--- src/rtl/fetch_unit_pkg.sv ---
// Shared rv32i pipeline definitions used by the fetch stage.
`timescale 1ns/1ps
package fetch_unit_pkg;

  localparam int unsigned XLEN = 32;

  // addi x0, x0, 0
  localparam logic [XLEN-1:0] NOP_INSTR = 32'h0000_0013;

  typedef struct packed {
    logic [XLEN-1:0] pc;
    logic [XLEN-1:0] instr;
  } fetch_entry_t;

  // Sequential successor of a word address (wraps at 2^32).
  function automatic logic [XLEN-1:0] pc_next(input logic [XLEN-1:0] pc);
    return pc + XLEN'(4);
  endfunction

endpackage

--- src/rtl/fetch_unit_fifo.sv ---
// fetch_fifo: synchronous FIFO with flush; push on a full FIFO is accepted
// only when a pop happens in the same cycle.
`timescale 1ns/1ps
module fetch_fifo
  import fetch_unit_pkg::*;
#(
  parameter  int unsigned WIDTH = XLEN,
  parameter  int unsigned DEPTH = 2,
  localparam int unsigned CW    = $clog2(DEPTH) + 1
) (
  input  logic             clk,
  input  logic             rst_n,
  input  logic             flush,
  input  logic             push,
  input  logic [WIDTH-1:0] push_data,
  input  logic             pop,
  output logic [WIDTH-1:0] head_data,
  output logic             empty,
  output logic             full,
  output logic [CW-1:0]    count
);

  localparam int unsigned AW = $clog2(DEPTH);

  logic [WIDTH-1:0] r_mem [DEPTH];
  logic [AW-1:0]    r_rd_ptr;
  logic [AW-1:0]    r_wr_ptr;
  logic [CW-1:0]    r_count;
  logic             w_push;
  logic             w_pop;

  assign w_pop  = pop && (r_count != '0);
  assign w_push = push && ((r_count != CW'(DEPTH)) || w_pop);

  // Pointer and occupancy tracking; flush empties the FIFO.
  always_ff @(posedge clk or negedge rst_n) begin
    if (!rst_n) begin
      r_rd_ptr <= '0;
      r_wr_ptr <= '0;
      r_count  <= '0;
    end else if (flush) begin
      r_rd_ptr <= '0;
      r_wr_ptr <= '0;
      r_count  <= '0;
    end else begin
      if (w_push) r_wr_ptr <= r_wr_ptr + AW'(1);
      if (w_pop)  r_rd_ptr <= r_rd_ptr + AW'(1);
      r_count <= r_count + CW'(w_push) - CW'(w_pop);
    end
  end

  // Storage array; contents beyond count are don't-care.
  always_ff @(posedge clk) begin
    if (w_push && !flush) r_mem[r_wr_ptr] <= push_data;
  end

  assign head_data = r_mem[r_rd_ptr];
  assign empty     = (r_count == '0);
  assign full      = (r_count == CW'(DEPTH));
  assign count     = r_count;

endmodule

--- src/rtl/fetch_unit.sv ---
// fetch_unit: rv32i instruction-fetch stage with credit-based issue,
// in-order response tagging and redirect flush.
// Optional feature macro: FETCH_MISALIGN_CHECK_EN (misaligned redirect trap).
`timescale 1ns/1ps
module fetch_unit #(
  parameter logic [31:0] RESET_PC = 32'h0000_0000,
  parameter int unsigned FQ_DEPTH = 2
) (
  input  logic        clk,
  input  logic        rst_n,
  input  logic        stall_f,
  input  logic        redirect,
  input  logic [31:0] redirect_pc,
  output logic        imem_req_valid,
  input  logic        imem_req_ready,
  output logic [31:0] imem_req_addr,
  input  logic        imem_rsp_valid,
  input  logic [31:0] imem_rsp_data,
  output logic        if_valid,
  output logic [31:0] if_instr,
  output logic [31:0] if_pc,
  output logic [31:0] if_pc_plus4,
  output logic        if_misalign
);

  import fetch_unit_pkg::*;

  localparam int unsigned CW = $clog2(FQ_DEPTH) + 1;
  localparam int unsigned EW = $bits(fetch_entry_t);

  logic [XLEN-1:0] r_fetch_pc;
  logic [CW-1:0]   r_outstanding;
  logic [CW-1:0]   r_drop_cnt;

  logic            w_issue_block;
  logic            w_credit;
  logic            w_req_fire;
  logic            w_rsp_fire;
  logic            w_rsp_keep;
  logic            w_if_pop;
  logic [XLEN-1:0] w_redirect_target;
  logic [XLEN-1:0] w_tag_head;
  logic            w_tag_empty;
  logic            w_tag_full;
  logic [CW-1:0]   w_tag_count;
  logic            w_iq_empty;
  logic            w_iq_full;
  logic [CW-1:0]   w_iq_count;
  fetch_entry_t    w_rsp_entry;
  fetch_entry_t    w_head;

  // Low target bits never reach the fetch PC; the check build traps on them.
  assign w_redirect_target = redirect_pc & ~XLEN'(3);

`ifdef FETCH_MISALIGN_CHECK_EN
  logic r_misalign;

  // Sticky misalign flag, re-evaluated on every redirect.
  always_ff @(posedge clk or negedge rst_n) begin
    if (!rst_n)        r_misalign <= 1'b0;
    else if (redirect) r_misalign <= |redirect_pc[1:0];
  end

  assign w_issue_block = r_misalign;
`else
  assign w_issue_block = 1'b0;
`endif

  assign if_misalign = w_issue_block;

  // Every accepted request must own a queue slot when its response lands.
  assign w_credit   = ({1'b0, r_outstanding} + {1'b0, w_iq_count}) < (CW + 1)'(FQ_DEPTH);
  assign imem_req_valid = rst_n && w_credit && !redirect && !w_issue_block;
  assign imem_req_addr  = r_fetch_pc;
  assign w_req_fire = imem_req_valid && imem_req_ready;

  // Stray responses with nothing outstanding are ignored.
  assign w_rsp_fire = imem_rsp_valid && (r_outstanding != '0);
  assign w_rsp_keep = w_rsp_fire && (r_drop_cnt == '0) && !redirect;
  assign w_if_pop   = !w_iq_empty && !stall_f && !redirect;

  assign w_rsp_entry.pc    = w_tag_head;
  assign w_rsp_entry.instr = imem_rsp_data;

  // Fetch PC: redirect wins, otherwise advance on each accepted request.
  always_ff @(posedge clk or negedge rst_n) begin
    if (!rst_n)          r_fetch_pc <= RESET_PC;
    else if (redirect)   r_fetch_pc <= w_redirect_target;
    else if (w_req_fire) r_fetch_pc <= pc_next(r_fetch_pc);
  end

  // In-flight accounting; a redirect marks every surviving request as stale.
  always_ff @(posedge clk or negedge rst_n) begin
    if (!rst_n) begin
      r_outstanding <= '0;
      r_drop_cnt    <= '0;
    end else if (redirect) begin
      r_outstanding <= r_outstanding - CW'(w_rsp_fire);
      r_drop_cnt    <= r_outstanding - CW'(w_rsp_fire);
    end else begin
      r_outstanding <= r_outstanding + CW'(w_req_fire) - CW'(w_rsp_fire);
      if (w_rsp_fire && (r_drop_cnt != '0)) r_drop_cnt <= r_drop_cnt - CW'(1);
    end
  end

  fetch_fifo #(
    .WIDTH (XLEN),
    .DEPTH (FQ_DEPTH)
  ) u_tag_fifo (
    .clk       (clk),
    .rst_n     (rst_n),
    .flush     (redirect),
    .push      (w_req_fire),
    .push_data (r_fetch_pc),
    .pop       (w_rsp_keep),
    .head_data (w_tag_head),
    .empty     (w_tag_empty),
    .full      (w_tag_full),
    .count     (w_tag_count)
  );

  fetch_fifo #(
    .WIDTH (EW),
    .DEPTH (FQ_DEPTH)
  ) u_instr_queue (
    .clk       (clk),
    .rst_n     (rst_n),
    .flush     (redirect),
    .push      (w_rsp_keep),
    .push_data (w_rsp_entry),
    .pop       (w_if_pop),
    .head_data (w_head),
    .empty     (w_iq_empty),
    .full      (w_iq_full),
    .count     (w_iq_count)
  );

  assign if_valid    = !w_iq_empty;
  assign if_instr    = w_iq_empty ? NOP_INSTR : w_head.instr;
  assign if_pc       = w_iq_empty ? '0 : w_head.pc;
  assign if_pc_plus4 = pc_next(if_pc);

  a_no_stray_rsp: assert property (@(posedge clk) disable iff (!rst_n)
    imem_rsp_valid |-> (r_outstanding != '0));
  a_tag_room: assert property (@(posedge clk) disable iff (!rst_n)
    w_req_fire |-> !w_tag_full);
  a_tag_avail: assert property (@(posedge clk) disable iff (!rst_n)
    w_rsp_keep |-> !w_tag_empty);
  a_iq_room: assert property (@(posedge clk) disable iff (!rst_n)
    w_rsp_keep |-> (!w_iq_full || w_if_pop));
  a_tag_balance: assert property (@(posedge clk) disable iff (!rst_n)
    (w_tag_count + r_drop_cnt) == r_outstanding);

endmodule
--- config.mk ---
export PLATFORM = sky130hd
export DESIGN_NAME = fetch_unit
export DESIGN_NICKNAME = d
export VERILOG_FILES = /design/src/rtl/fetch_unit_pkg.sv /design/src/rtl/fetch_unit_fifo.sv /design/src/rtl/fetch_unit.sv
export SDC_FILE = /design/constraint.sdc
export NUM_CORES = 1
export LEC_CHECK = 0
export CAP_MARGIN = 20
export CORE_MARGIN = 2
export CORE_UTILIZATION = 52
export CTS_CLUSTER_DIAMETER = 30
export DETAILED_ROUTE_END_ITERATION = 10
export GPL_TIMING_DRIVEN = 0
export PLACE_DENSITY = 0.77
export SLEW_MARGIN = 20
export SYNTH_ARGS = -nofsm -noshare
export SYNTH_HDL_FRONTEND = slang
export SYNTH_SLANG_ARGS = --single-unit
--- constraint.sdc ---
create_clock -name clk -period 5.05 [get_ports clk]
set_clock_uncertainty 0.05 [all_clocks]
set_input_delay 1.515 -clock clk [delete_from_list [all_inputs] [get_ports clk]]
set_output_delay 1.515 -clock clk [all_outputs]
set_load 0.02 [all_outputs]
Yosys cells after proc, flatten, opt, wreduce, memory -nomap -nowiden --
Memories as Yosys holds them, arrays and structs flattened. Index checks and enable logic that the tools add are counted. W data, S select, Z words.
Operators by class: $lt $le $gt $ge 1, reduce and logical (&&, ||, !) cells 32, add/sub/neg operators 15, muxes and demuxes 21, equal/unequal tests 2
Operators with widths (count):
- $mux W32 | 4
- $add A32 B3 Y32 const B | 2
- $reduce_bool A2 Y1 | 10
- $logic_and A1 B1 Y1 | 15
- $mux W1 | 12
- $mux W2 | 5
- $sub A2 B1 Y2 | 4
- $add A2 B1 Y2 | 3
- $add A1 B1 Y1 const B | 4
- $logic_not A2 Y1 | 2
- $ne A2 B2 Y1 const B | 2
- $add A2 B2 Y3 | 1
- $logic_not A1 Y1 | 3
- $lt A3 B2 Y1 const B | 1
- $logic_or A1 B1 Y1 | 2
- $sub A2 B1 Y2 const B | 1
Storage, ports and cells: input bits 70, memory bits (writable) 192, register bits 44, output and inout port bits 131, logic and storage cells 82, memories 2
Memories:
- u_instr_queue.r_mem | words 2, width 64, rd ports 1, clocked after Yosys merged registers in 0, wr ports 1, RTL line fetch_unit_fifo.sv:25 | logic [WIDTH-1:0] r_mem [DEPTH];
- u_tag_fifo.r_mem | words 2, width 32, rd ports 1, clocked after Yosys merged registers in 0, wr ports 1, RTL line fetch_unit_fifo.sv:25

Logic depth before layout (Yosys ltp) --
Gate-level depths: netlist (run 1).
depth in word-level cells 10, mapped depth 15, mapped depth without buffers 12

Cells and area by module --
Synthesis (run 1) repeated with hierarchy kept, for this count alone.
Second synthesis, totals: cells, all modules 776, area total of the unflattened synthesis 10714.0 um^2
By module, submodules not included:
- fetch_fifo (u_instr_queue) | area an instance 4902.2 um^2, instances 1, cells an instance 228
- fetch_unit | area an instance 3249.4 um^2, instances 1, cells an instance 419
- fetch_fifo (u_tag_fifo) | area an instance 2562.5 um^2, instances 1, cells an instance 129

Worst setup path before layout (run 1) --
Ideal clock, no wire load.
kind input port to flip-flop, from input port redirect, to memory u_instr_queue.r_mem[0][0] (netlist bit), enable pin, arrival time 4991 ps, path slack -482 ps, cell stages on the path 4, required time 4509 ps, cells stage by stage buf_2 -> nor3b_1 -> and2_1 -> nor2b_1
On the way: cells in the longest elaborated chain, start to end 8, elaborated cells on any way between the ends 9, classes of those cells mux: 2; reduce/logical: 7
Ends and longest elaborated chain:
- start: declaration | RTL line fetch_unit.sv:12 | input logic redirect,
- $logic_not A1 Y1 (*) | RTL line fetch_unit_fifo.sv:54, fetch_unit.sv:79, fetch_unit.sv:80
- $logic_and A1 B1 Y1 | RTL line fetch_unit.sv:80 | assign w_if_pop = !w_iq_empty && !stall_f && !redirect;
- $logic_and A1 B1 Y1 | RTL line fetch_unit_fifo.sv:32 | assign w_pop = pop && (r_count != '0);
- $logic_or A1 B1 Y1 | RTL line fetch_unit_fifo.sv:33 | assign w_push = push && ((r_count != CW'(DEPTH)) || w_pop);
- $logic_and A1 B1 Y1 | RTL line fetch_unit_fifo.sv:33
- $logic_and A1 B1 Y1 (*) | RTL line fetch_unit_fifo.sv:54 | if (w_push && !flush) r_mem[r_wr_ptr] <= push_data;
- $mux W1 (*) | RTL line fetch_unit_fifo.sv:54
- $mux W1 (implied by the code) (*) | RTL line fetch_unit_fifo.sv:54
- end: declaration | RTL line fetch_unit_fifo.sv:25
Mark *: on every way between the ends. The rest lies on a longest branch, timed or not.

Worst setup path after layout (run 1) --
from register u_instr_queue.r_count[1] (netlist: u_instr_queue.count[1]), to output port if_pc_plus4[8]
On the way: cells in the longest elaborated chain, start to end 3
Ends and longest elaborated chain:
- start: declaration | RTL line fetch_unit_fifo.sv:28 | logic [CW-1:0] r_count;
- start signal: assignment | RTL line fetch_unit_fifo.sv:48 | r_count <= r_count + CW'(w_push) - CW'(w_pop);
- $logic_not A2 Y1 | RTL line fetch_unit_fifo.sv:58 | assign empty = (r_count == '0);
- $mux W32 | RTL line fetch_unit.sv:140 | assign if_pc = w_iq_empty ? '0 : w_head.pc;
- $add A32 B3 Y32 | RTL line fetch_unit_pkg.sv:17 | return pc + XLEN'(4);
- end: declaration | RTL line fetch_unit.sv:22 | output logic [31:0] if_pc_plus4,
No other way between the ends.

==> results of run 1 <==
==> synthesized netlist by cell type (11+ instances only) <==
cell type / number
edfxtp_1: 184
nor2_1: 73
mux2i_1: 63
nand2_1: 53
dfrtp_1: 42
mux2_2: 32
nand3_1: 32
o21ai_0: 23
xor2_1: 22
inv_1: 21
xnor2_1: 15
buf_2: 14
o311ai_0: 14
nand4_1: 13
buf_4: 11
==> critical path, stage by stage, from the launching register on <==
cell and delay (ns):
dfrtp_2 0.46, nor2_4 0.21, buf_6 0.26, buf_4 0.22, buf_2 0.26, nor2_1 0.11
ha_2 0.22, and3_1 0.17, nand3_1 0.12, xnor2_1 0.13, clkdlybuf4s50_1 0.65
==> cell type report <==
| class | instances | area, um^2 |
|---|---|---|
| Fill cell | 1267 | 5350 |
| Buffer | 40 | 278 |
| Clock buffer | 48 | 1040 |
| Clock inverter | 24 | 320 |
| Inverter | 23 | 86.3 |
| Tap cell | 265 | 332 |
| Timing Repair Buffer | 197 | 2000 |
| Sequential cell | 226 | 6580 |
| Multi-Input combinational cell | 481 | 3540 |
==> through the flow <==
step	hold slack, ns	setup slack [ns]	utilization, %	total power, mW	std cells
detailed placement	0.498	-0.417	65.4	3.69	1231
CTS	0.510	0.0168	72.5	6.39	1302
floorplan	0.474	0.387	-	3.09	771
finish	0.513	0.153	72.6	6.35	1304
global placement	0.491	-2.24	64.7	3.65	1226
global route	0.530	0.00518	72.6	6.59	1304
==> cells by family (layout without fill, tap and decap cells) <==
group           count (synthesis)  after routing  share of synthesized area [%]
xor+xnor                       37             37                           3.12
flops                         226            226                           63.3
mux                            95             95                           9.55
other cells                     1              7                         0.0361
simple gates                  244            245                           13.0
compound gates                 86             86                           6.24
buf+inv                        65            332                           3.33
fa+ha+maj                      11             11                           1.40
==> metal layers <==
layer  part of all wire, %  GRT usage [%]  vias to the layer above
li1                      -              -                     3366
met1                    43           30.9                     3511
met2                    49           37.6                      278
met3                   6.0           5.00                       45
met4                   2.4           8.14                        0
met5                     0              0                        -
==> sequential cells by signal (all words and copies together) (netlist names) <==
| signal | count |
|---|---|
| imem_req_addr | 30 |
| r_drop_cnt | 2 |
| r_outstanding | 2 |
| u_instr_queue.count | 2 |
| u_instr_queue.r_mem | 124 |
| u_instr_queue.r_rd_ptr | 1 |
| u_instr_queue.r_wr_ptr | 1 |
| u_tag_fifo.count | 2 |
| u_tag_fifo.r_mem | 60 |
| u_tag_fifo.r_rd_ptr | 1 |
| u_tag_fifo.r_wr_ptr | 1 |
==> path summary, 6_finish.rpt <==
path	end	slack, ns	cells after the start
setup / recovery	if_pc_plus4[8]	0.15	10
hold / removal	u_instr_queue.r_mem[0][34]	0.51	1
setup reg to reg	r_outstanding[1]	1.67	15
hold reg to reg	u_instr_queue.r_mem[0][34]	0.51	1
max in group asynchronous	imem_req_addr[26]	3.61	2
min in group asynchronous	r_outstanding[0]	0.85	1
==> power by group through the flow <==
| stage | logic, mW | registers [mW] | clock network [mW] |
|---|---|---|---|
| after floorplan | 0.758 | 2.33 | 0 |
| final | 1.37 | 2.30 | 2.69 |
| after global placement | 1.32 | 2.32 | 0 |
| after CTS | 1.37 | 2.29 | 2.72 |
| after detailed placement | 1.37 | 2.32 | 0 |
| after global routing | 1.47 | 2.31 | 2.81 |
==> what timing repair did <==
item | in CTS | in global routing
gates resized for setup | 26 | 12
buffers inserted | 1 | 1
pin swaps | 0 | 0
endpoints found under the setup margin | 15 | 9
cloned | 0 | 1
==> metrics.log, run 1 <==
INFO  metric synth-main-ff-cell = edfxtp_1
INFO  metric pwr-share-comb = 21.5%
INFO  metric setup.worst_path.class = flip-flop to output pin
INFO  metric layout_worst_path_cycle_share = 97.0%
INFO  metric relSlewSlack = 50.2%
INFO  metric clkPwrFrac = 42.3%
INFO  metric fp.dieArea = 0.0211 mm^2
INFO  metric portion_of_the_post_synthesis_area_used_by_sequential_elements = 63.3%
INFO  metric crit_start = u_instr_queue.count[1]
INFO  metric crit_required = 3.49 ns
INFO  metric achievable-frequency = 0.204 GHz
INFO  metric drt-initial-drc-count = 492
INFO  metric sw_frac_of_total = 28.4%
INFO  metric min_from = u_tag_fifo.r_mem[1][2]
INFO  metric chipWidth = 145 um
INFO  metric hp-class = flip-flop to flip-flop
INFO  metric post_drt_wl_per_cell = 18.8 um
INFO  metric synth_top_area_share = 53.2%
INFO  metric clkSlewWorstSetupHoldPaths = 0.05 ns
INFO  metric grt_start_max_net_pins = 33
INFO  metric clk_path_buf_depth = 3
INFO  metric start_util = 53.2%
INFO  metric port-buffer-count = 190
INFO  metric worst-endpoint-arrival = 3.33 ns
INFO  metric first_global_vias = 7192
INFO  metric pwr-share-seq = 36.2%
INFO  metric rows = 51
INFO  metric tightestPinTransition = 0.745 ns
INFO  metric fin_crit = 4.90 ns
INFO  metric switching_power = 1.80 mW
INFO  metric final_max_slew_violation_count = 0
INFO  metric post_synth_num_cell_types = 65
INFO  metric grt-ovfl-total = 0
INFO  metric num_io_pins = 201
INFO  metric detail_route.drc_violations = 0
INFO  metric numClockSinks = 226
INFO  metric post_route_cells_drive_above_1_share = 17.3%
INFO  metric numCtsBuffers = 39
INFO  metric rsz0062_at_grt = no
INFO  metric htreeDepth = 2
INFO  metric detailedRoute.firstPassIterationCount = 5
INFO  metric yosys.area.top_type = edfxtp_1
INFO  metric timing.critical_path.from_type = flip-flop
INFO  metric clockRootBuffer = clkbuf_16
INFO  metric die_y = 145 um
INFO  metric via_cell_ratio = 5.52
INFO  metric critical_path.endpoint_type = output pin
INFO  metric p_int = 4.54 mW
INFO  metric setup-tns-final = 0 ns
INFO  metric insertedDiodeCount = 0
INFO  metric antenna_violating_nets_post_route = 0
INFO  metric r2r_start = u_instr_queue.count[0]
INFO  metric synth_area_per_cell = 13.6 um^2
INFO  metric ir_drop_worst_vdd = 0.000285 V
INFO  metric ys_async_rst_share = 18.6%
INFO  metric placedInstanceArea = 0.0128 mm^2
INFO  metric report.final.setup_viol = 0
INFO  metric grt_util_all_layers = 23.1%
INFO  metric mostFrequentLayoutCells = edfxtp_1 (184), clkdlybuf4s50_1 (178), nor2_1 (72)
INFO  metric gp_congestion = 0.862
INFO  metric syn_to_final_growth = 36.6%
INFO  metric fin_nets = 1089
INFO  metric run_status = finished, final reports clean
INFO  metric synthesis.yosys.warnings = 0
INFO  metric cts.hold.buffers_added = 0
INFO  metric crit_path_max_fanout = 19
INFO  metric post_synth_main_area_contributors = edfxtp_1 (53%), dfrtp_1 (10%), mux2i_1 (6.1%)
INFO  metric most_frequent_standard_cell_in_the_layout_excluding_fill_and_tap_cells = edfxtp_1
INFO  metric synth_edf_count = 184
INFO  metric hold_viol = 0
INFO  metric leakage_dissipation = 5.04 nW
INFO  metric syn_area = 0.0104 mm^2
INFO  metric synth-seq-cells = 226
INFO  metric tritoncts = done
INFO  metric dp_hpwl = 16.9 mm
INFO  metric power.density_cell_area = 448 mW/mm^2
INFO  metric drt_wl_total = 24.5 mm
INFO  metric post_synth_inst_count = 765
INFO  metric layout.cell_area.non_filler = 0.0142 mm^2
INFO  metric timing.max_cap.violations = 0
INFO  metric clock_insertion_delay_worst_skew = 0.52 ns
INFO  metric dr_total_vias = 7200
INFO  metric coreArea = 0.0195 mm^2
INFO  metric grt_pass1_wl = 38.8 mm
INFO  metric grt_antenna_before_repair = 0
No activity file was read; power rests on OpenSTA's default activity.
==> run 2: changes to the inputs <==
Settings changed: CORE_MARGIN 2 to not set.
==> run 2 against run 1 <==
Effect of this change:
- critical path depth unchanged
- sequential cell count unchanged
- non-clock buffer count down 3
- clock power down 3%
- combinational power about the same
- core utilization up 0.12 points
- count of clock-buffer cells in the layout down 3
==> metrics.log, run 2 (synthesis gave the netlist of run 1 again) <==
INFO  metric rows = 51 (unchanged)
INFO  metric setup.worst_path.class = flip-flop to output pin
INFO  metric number_of_flip_flops_in_the_largest_register = 124 (unchanged)
INFO  metric fin_nets = 1088 (-0.092%)
INFO  metric numCtsBuffers = 41 (+5.1%)
INFO  metric ir_drop_worst_vdd = 0.000271 V (-4.9%)
INFO  metric grt-ovfl-total = 0 (unchanged)
INFO  metric hp-class = flip-flop to flip-flop
INFO  metric sw_frac_of_total = 30.5% (+2.0 points)
INFO  metric num_io_pins = 201 (unchanged)
INFO  metric most_frequent_standard_cell_in_the_layout_excluding_fill_and_tap_cells = edfxtp_1
INFO  metric met3_length = 2.00 mm (+35%)
INFO  metric tritoncts = done
INFO  metric critical_r2r_capture = r_outstanding[1]
INFO  metric detailroute.wirelength.met2 = 12.0 mm (+0.67%)
INFO  metric grt_start_max_net_pins = 34 (+3.0%)
INFO  metric grt_pass1_wl = 37.8 mm (-2.5%)
INFO  metric critical_path.endpoint_type = output pin
INFO  metric timing.critical_path.from_type = flip-flop
INFO  metric syn_to_final_growth = 36.8%
INFO  metric relSlewSlack = 51.4% (+1.2 points)
INFO  metric detail_route.drc_violations = 0 (unchanged)
INFO  metric leakage_dissipation = 5.07 nW (+0.60%)
INFO  metric power.density_cell_area = 443 mW/mm^2 (-1.0%)
INFO  metric crit_start = u_instr_queue.count[1]
INFO  metric die_y = 143 um (-1.4%)
INFO  metric drt_wl_total = 24.7 mm (+0.88%)
INFO  metric hold_viol = 0 (unchanged)
INFO  metric wirelength_met1 = 10.1 mm (-4.4%)
INFO  metric clockRootBuffer = clkbuf_16
INFO  metric start_util = 53.2% (unchanged)
INFO  metric via_cell_ratio = 5.57 (+0.83%)
INFO  metric regMostFlops = u_instr_queue.r_mem
INFO  metric crit_path_max_fanout = 19 (unchanged)
INFO  metric post-route-util = 72.7% (+0.12 points)
INFO  metric numClockSinks = 226 (unchanged)
INFO  metric tightestPinTransition = 0.730 ns (-0.0159 ns)
INFO  metric port-buffer-count = 190 (unchanged)
INFO  metric antenna_violating_nets_post_route = 0 (unchanged)
INFO  metric report.final.setup_viol = 0 (unchanged)
INFO  metric clk_path_buf_depth = 3 (unchanged)
INFO  metric postCtsSetupRepairBufs = 0 (-1)
INFO  metric htreeDepth = 2 (unchanged)
INFO  metric clkSlewWorstSetupHoldPaths = 0.05 ns (about the same)
INFO  metric rsz0062_at_grt = no
INFO  metric grt_util_all_layers = 24.3% (+1.2 points)
INFO  metric fp.dieArea = 0.0205 mm^2 (-2.7%)
INFO  metric pwr-share-comb = 21.8% (+0.3 points)
INFO  metric timing.critical_path.to = if_pc_plus4[6]
INFO  metric timing.reg2reg.worst_path_depth = 15 (unchanged)
INFO  metric insertedDiodeCount = 0 (unchanged)
INFO  metric achievable-frequency = 0.205 GHz (+0.16%)
INFO  metric ff_latch_area = 0.00658 mm^2 (unchanged)
INFO  metric layout_worst_path_cycle_share = 96.8% (-0.15 points)
INFO  metric dp_hpwl = 16.9 mm (-0.26%)
INFO  metric worst-endpoint-arrival = 3.32 ns (about the same)
INFO  metric clock_insertion_delay_worst_skew = 0.53 ns (about the same)
INFO  metric pwr-share-seq = 36.5% (+0.3 points)
INFO  metric timing.max_cap.violations = 0 (unchanged)
INFO  metric final_max_slew_violation_count = 0 (unchanged)
INFO  metric crit_required = 3.49 ns (about the same)
INFO  metric first_global_vias = 7026 (-2.3%)
INFO  metric post_route_cells_drive_above_1_share = 17.7% (+0.38 points)
INFO  metric post_drt_wl_per_cell = 19.0 um (+0.88%)
INFO  metric p_int = 4.38 mW (-3.7%)
INFO  metric setup-tns-final = 0 ns (unchanged)
INFO  metric dr_total_vias = 7260 (+0.83%)
INFO  metric switching_power = 1.92 mW (+6.3%)
INFO  metric top_layer_used = met4
INFO  metric gp_congestion = 0.877 (+1.8%)
INFO  metric nFillCells = 1312 (+3.6%)
INFO  metric grt_antenna_before_repair = 0 (unchanged)
INFO  metric chipWidth = 143 um (-1.4%)
INFO  metric run_status = finished, final reports clean
INFO  metric coreArea = 0.0195 mm^2 (unchanged)
INFO  metric fin_crit = 4.89 ns (-0.00779 ns)
INFO  metric mostFrequentLayoutCells = edfxtp_1 (184), clkdlybuf4s50_1 (177), nor2_1 (71)
INFO  metric drt-initial-drc-count = 505 (+2.6%)
INFO  metric clkPwrFrac = 41.7% (-0.6 points)
INFO  metric r2r_setup_slack = 1.74 ns (+0.07 ns)
INFO  metric cts.hold.buffers_added = 0 (unchanged)
INFO  metric multiInputGateArea = 0.00357 mm^2 (+0.74%)
INFO  metric r2r_start = u_instr_queue.count[0]
INFO  metric detailedRoute.firstPassIterationCount = 5 (unchanged)
## run 2: changes by cell type in the layout (fill, tap and decap cells not counted), sizes merged
cell           change
clkinv             +7
clkdlybuf4s50      -1
clkbuf             -7
dlygate4sd2        +2
inv                +4
buf                -3
clkdlybuf4s15      +2
dlymetal6s2s       +1
bufinv             -5
## run 2: metal layers
layer,GRT usage [%],vias to the layer above
li1,-,3370
met1,31.2,3499
met2,40.2,340
met3,5.30,51
met4,9.85,0
met5,0,-
## run 2: what timing repair did
| action | CTS | global route |
|---|---|---|
| cloned | 1 | 0 |
| gates resized for setup | 33 | 7 |
| pin swaps | 0 | 1 |
| setup endpoints to repair | 15 | 10 |
## run 2: power groups by stage
| stage | Clock, mW | Combinational (mW) | Sequential (mW) |
|---|---|---|---|
| after floorplan | 0 | 0.758 | 2.33 |
| after global placement | 0 | 1.32 | 2.32 |
| after detailed placement | 0 | 1.36 | 2.33 |
| after CTS | 2.65 | 1.37 | 2.29 |
| after global routing | 2.75 | 1.47 | 2.31 |
| final | 2.62 | 1.37 | 2.30 |
## run 2: worst max-delay path, stage by stage (launching register included)
cell,delay (ns)
dfrtp_2,0.45
nor2_4,0.21
buf_6,0.27
buf_4,0.24
clkinvlp_4,0.17
nand2_1,0.13
inv_1,0.09
ha_2,0.22
and3_1,0.18
mux2i_1,0.18
clkdlybuf4s50_1,0.66
## run 2: worst min path at each step
stage	startpoint	depth (start not counted)	end	slack, ns
3_3_place_gp	imem_req_addr[25]	0	u_tag_fifo.r_mem[0][25]	0.49
4_1_cts	imem_req_addr[25]	0	u_tag_fifo.r_mem[0][25]	0.51
5_1_grt	u_tag_fifo.r_mem[1][30]	1	u_instr_queue.r_mem[0][62]	0.54
6_report	imem_req_addr[25]	0	u_tag_fifo.r_mem[0][25]	0.51
3_5_place_dp	imem_req_addr[25]	0	u_tag_fifo.r_mem[1][25]	0.50
2_1_floorplan	u_tag_fifo.r_wr_ptr	2	u_tag_fifo.r_wr_ptr	0.47
## run 2: layout make-up
class | instances | share of cell area [%]
sequential | 226 | 46.3
tap | 265 | 2.33
buffer | 39 | 1.88
timing repair buffer | 195 | 14.2
clock buffer | 45 | 7.48
clock inverter | 30 | 2.07
inverter | 23 | 0.634
multi-input combinational | 481 | 25.1
## run 2: metrics by stage
step	power (mW)	setup WS, ns	area (um^2)	hold WS, ns	cells
final	6.29	0.160	14200	0.514	1304
after global routing	6.53	0.0317	14200	0.536	1304
after CTS	6.32	0.000979	14200	0.509	1305
after floorplan	3.09	0.387	10400	0.474	771
after global placement	3.64	-2.27	12600	0.491	1226
after detailed placement	3.69	-0.442	12800	0.499	1231
==> run 3: changes to the inputs <==
Settings changed: CORE_UTILIZATION 52 to 54, CTS_BUF_LIST set to sky130_fd_sc_hd__clkbuf_4, PLACE_DENSITY 0.77 to 0.8.
==> run 3 against run 2 <==
Effect of this change:
- sequential power about the same
- critical path type unchanged
- via count up 1.0%
- critical path depth shrank 2
- largest cell class unchanged
- die area is 3.7% lower
- cell count is the same
- fmax fell by 0.67%
==> metrics.log, run 3 (synthesis gave the netlist of run 1 again) <==
INFO  metric dp.cells = 1200 (-2.5%)
INFO  metric grt_util_all_layers = 24.2% (-0.075 points)
INFO  metric crit_path_max_fanout = 10 (-9)
INFO  metric cts.hold.buffers_added = 0 (unchanged)
INFO  metric r2r_start = u_instr_queue.count[0]
INFO  metric clk_path_buf_depth = 3 (unchanged)
INFO  metric tritoncts = done
INFO  metric htreeDepth = 2 (unchanged)
INFO  metric path_delay_family = buffers and inverters
INFO  metric grt_pass1_wl = 37.3 mm (-1.3%)
INFO  metric first_global_vias = 7281 (+3.6%)
INFO  metric num_io_pins = 201 (unchanged)
INFO  metric timing.reg2reg.worst_path_depth = 16 (+1)
INFO  metric r2r_setup_slack = 1.59 ns (-0.15 ns)
INFO  metric fp.dieArea = 0.0198 mm^2 (-3.7%)
INFO  metric timing.max_cap.violations = 0 (unchanged)
INFO  metric die_y = 141 um (-1.8%)
INFO  metric critical_r2r_capture = r_outstanding[1]
INFO  metric gp_congestion = 0.888 (+1.2%)
INFO  metric via_cell_ratio = 5.63 (+1.0%)
INFO  metric mostFrequentLayoutCells = edfxtp_1 (184), clkdlybuf4s50_1 (176), clkbuf_4 (78)
INFO  metric cpMaxStageDelayCell = clkdlybuf4s50_1
INFO  metric drt_wl_total = 23.5 mm (-4.8%)
INFO  metric hold_path_end = u_instr_queue.r_mem[1][53]
INFO  metric min_from = u_tag_fifo.r_mem[1][21]
INFO  metric detailedRoute.firstPassIterationCount = 5 (unchanged)
INFO  metric timing.critical_path.from_type = flip-flop
INFO  metric port-buffer-count = 190 (unchanged)
INFO  metric setup-tns-final = 0 ns (unchanged)
INFO  metric fin_crit = 4.92 ns (+0.0332 ns)
INFO  metric critical_path.endpoint_type = output pin
INFO  metric regMostFlops = u_instr_queue.r_mem
INFO  metric post_drt_wl_per_cell = 18.1 um (-4.8%)
INFO  metric max_stage_delay = 0.63 ns (-0.03 ns)
INFO  metric crit_required = 3.49 ns (about the same)
INFO  metric coreArea = 0.0188 mm^2 (-3.9%)
INFO  metric total_power = 5.26 mW (-16%)
INFO  metric final_max_slew_violation_count = 0 (unchanged)
INFO  metric worst_hold_path.num_cells = 1 (+1)
INFO  metric rsz0062_at_grt = no
INFO  metric clockRootBuffer = clkbuf_4
INFO  metric final.setup.worst_slack = 0.127 ns (-0.0332 ns)
INFO  metric most_frequent_standard_cell_in_the_layout_excluding_fill_and_tap_cells = edfxtp_1
INFO  metric detail_route.drc_violations = 0 (unchanged)
INFO  metric post_route_cells_drive_above_1_share = 20.0% (+2.3 points)
INFO  metric tightestPinTransition = 0.753 ns (+0.0235 ns)
INFO  metric power.density_cell_area = 386 mW/mm^2 (-13%)
INFO  metric chipWidth = 141 um (-1.8%)
INFO  metric worst-endpoint-arrival = 3.36 ns (+0.04 ns)
INFO  metric relSlewSlack = 49.7% (-1.7 points)
INFO  metric grt_antenna_before_repair = 1 (+1)
INFO  metric achievable-frequency = 0.203 GHz (-0.67%)
INFO  metric clock_insertion_delay_worst_skew = 0.66 ns (+0.13 ns)
INFO  metric fin_worst_hold_slack = 0.515 ns (+0.00101 ns)
INFO  metric start_util = 55.3% (+2.1 points)
INFO  metric clkSlewWorstSetupHoldPaths = 0.07 ns (+0.02 ns)
INFO  metric leakage_dissipation = 4.88 nW (-3.6%)
INFO  metric hold_viol = 0 (unchanged)
INFO  metric numClockSinks = 226 (unchanged)
INFO  metric layout_worst_path_cycle_share = 97.5% (+0.66 points)
INFO  metric ir_drop_worst_vdd = 0.000201 V (-26%)
INFO  metric syn_to_final_growth = 31.2%
INFO  metric report.final.setup_viol = 0 (unchanged)
INFO  metric timing.critical_path.cells = buf_6 > buf_8 > nand3b_4 > a211oi_4 > nand2_4 > nor4b_2 > xor2_1 > clkdlybuf4s50_1
INFO  metric final_cell_count_no_fill = 1304 (unchanged)
INFO  metric run_status = finished, final reports clean
INFO  metric grt_start_max_net_pins = 34 (unchanged)
INFO  metric dp_hpwl = 16.7 mm (-1.1%)
INFO  metric placement.setup.worst_slack = -0.450 ns (-0.00737 ns)
INFO  metric drt-initial-drc-count = 440 (-13%)
INFO  metric number_of_flip_flops_in_the_largest_register = 124 (unchanged)
INFO  metric setup.worst_path.class = flip-flop to output pin
INFO  metric dr_total_vias = 7335 (+1.0%)
INFO  metric fin_nets = 1111 (+2.1%)
INFO  metric grt-ovfl-total = 0 (unchanged)
INFO  metric worstPathBufferInverterCount = 3 (-2)
INFO  metric hp-class = flip-flop to flip-flop
INFO  metric rows = 50 (-2.0%)
INFO  metric antenna_violating_nets_post_route = 0 (unchanged)
INFO  metric numCtsBuffers = 55 (+34%)
run 3: cell types whose count changed in the layout (fill, tap and decap cells not counted), moves of 3 or more:
cell             change
clkinv_8             -5
buf_2                +3
bufinv_16            +4
inv_6                -9
clkbuf_1             -3
inv_8                -7
clkdlybuf4s15_2      -4
clkbuf_16           -42
buf_4                +9
clkinv_1             +9
clkbuf_4            +78
clkinv_2             -3
clkbuf_2             +3
run 3: worst max-delay path by stage:
stage          cells past startpoint                 endpoint                   start
5_1_grt                            7          if_pc_plus4[23]  u_instr_queue.r_rd_ptr
6_report                           8          if_pc_plus4[23]  u_instr_queue.r_rd_ptr
2_1_floorplan                     12          if_pc_plus4[26]  u_instr_queue.r_rd_ptr
4_1_cts                           12          if_pc_plus4[20]  u_instr_queue.r_rd_ptr
3_5_place_dp                      13          if_pc_plus4[28]  u_instr_queue.r_rd_ptr
3_3_place_gp                       7  u_tag_fifo.r_mem[0][29]                   rst_n
run 3: routing by layer:
metal  global-route usage [%]  share of wire [%]  wire (um)
met5                        0                  0          0
met4                     9.73                2.7        639
met3                     5.13                6.7       1590
met2                     39.7                 48      11300
met1                     31.7                 43      10000
run 3: where the power goes:
part / internal [mW] / switching, mW / leakage [nW] / total, mW
clock: 0.916 / 0.676 / 0.437 / 1.59
combinational: 0.614 / 0.767 / 2.26 / 1.38
sequential: 2.18 / 0.114 / 2.18 / 2.29
run 3: area by class of cell:
| cell class | count | area, um^2 |
|---|---|---|
| clock inverters | 18 | 180 |
| well taps | 234 | 293 |
| inverters | 23 | 86.3 |
| multi-input cells | 481 | 3590 |
| fillers | 1235 | 5140 |
| clock buffers | 78 | 586 |
| diodes | 1 | 2.50 |
| flip-flops and latches | 226 | 6580 |
| plain buffers | 41 | 288 |
| repair buffers | 202 | 2030 |
run 3: metrics by stage:
step | util, % | cell area [um^2]
after floorplan | - | 10400
after global placement | 67.1 | 12600
after detailed placement | 67.8 | 12700
after CTS | 72.3 | 13600
after global routing | 72.6 | 13600
final | 72.6 | 13600
run 3: timing repair:
item / 4_1_cts / 5_1_grt
endpoints found under the setup margin: 15 / 13
cloned: 1 / 0
pin swaps: 2 / 1
gates resized for setup: 41 / 22
buffers inserted: 2 / 5
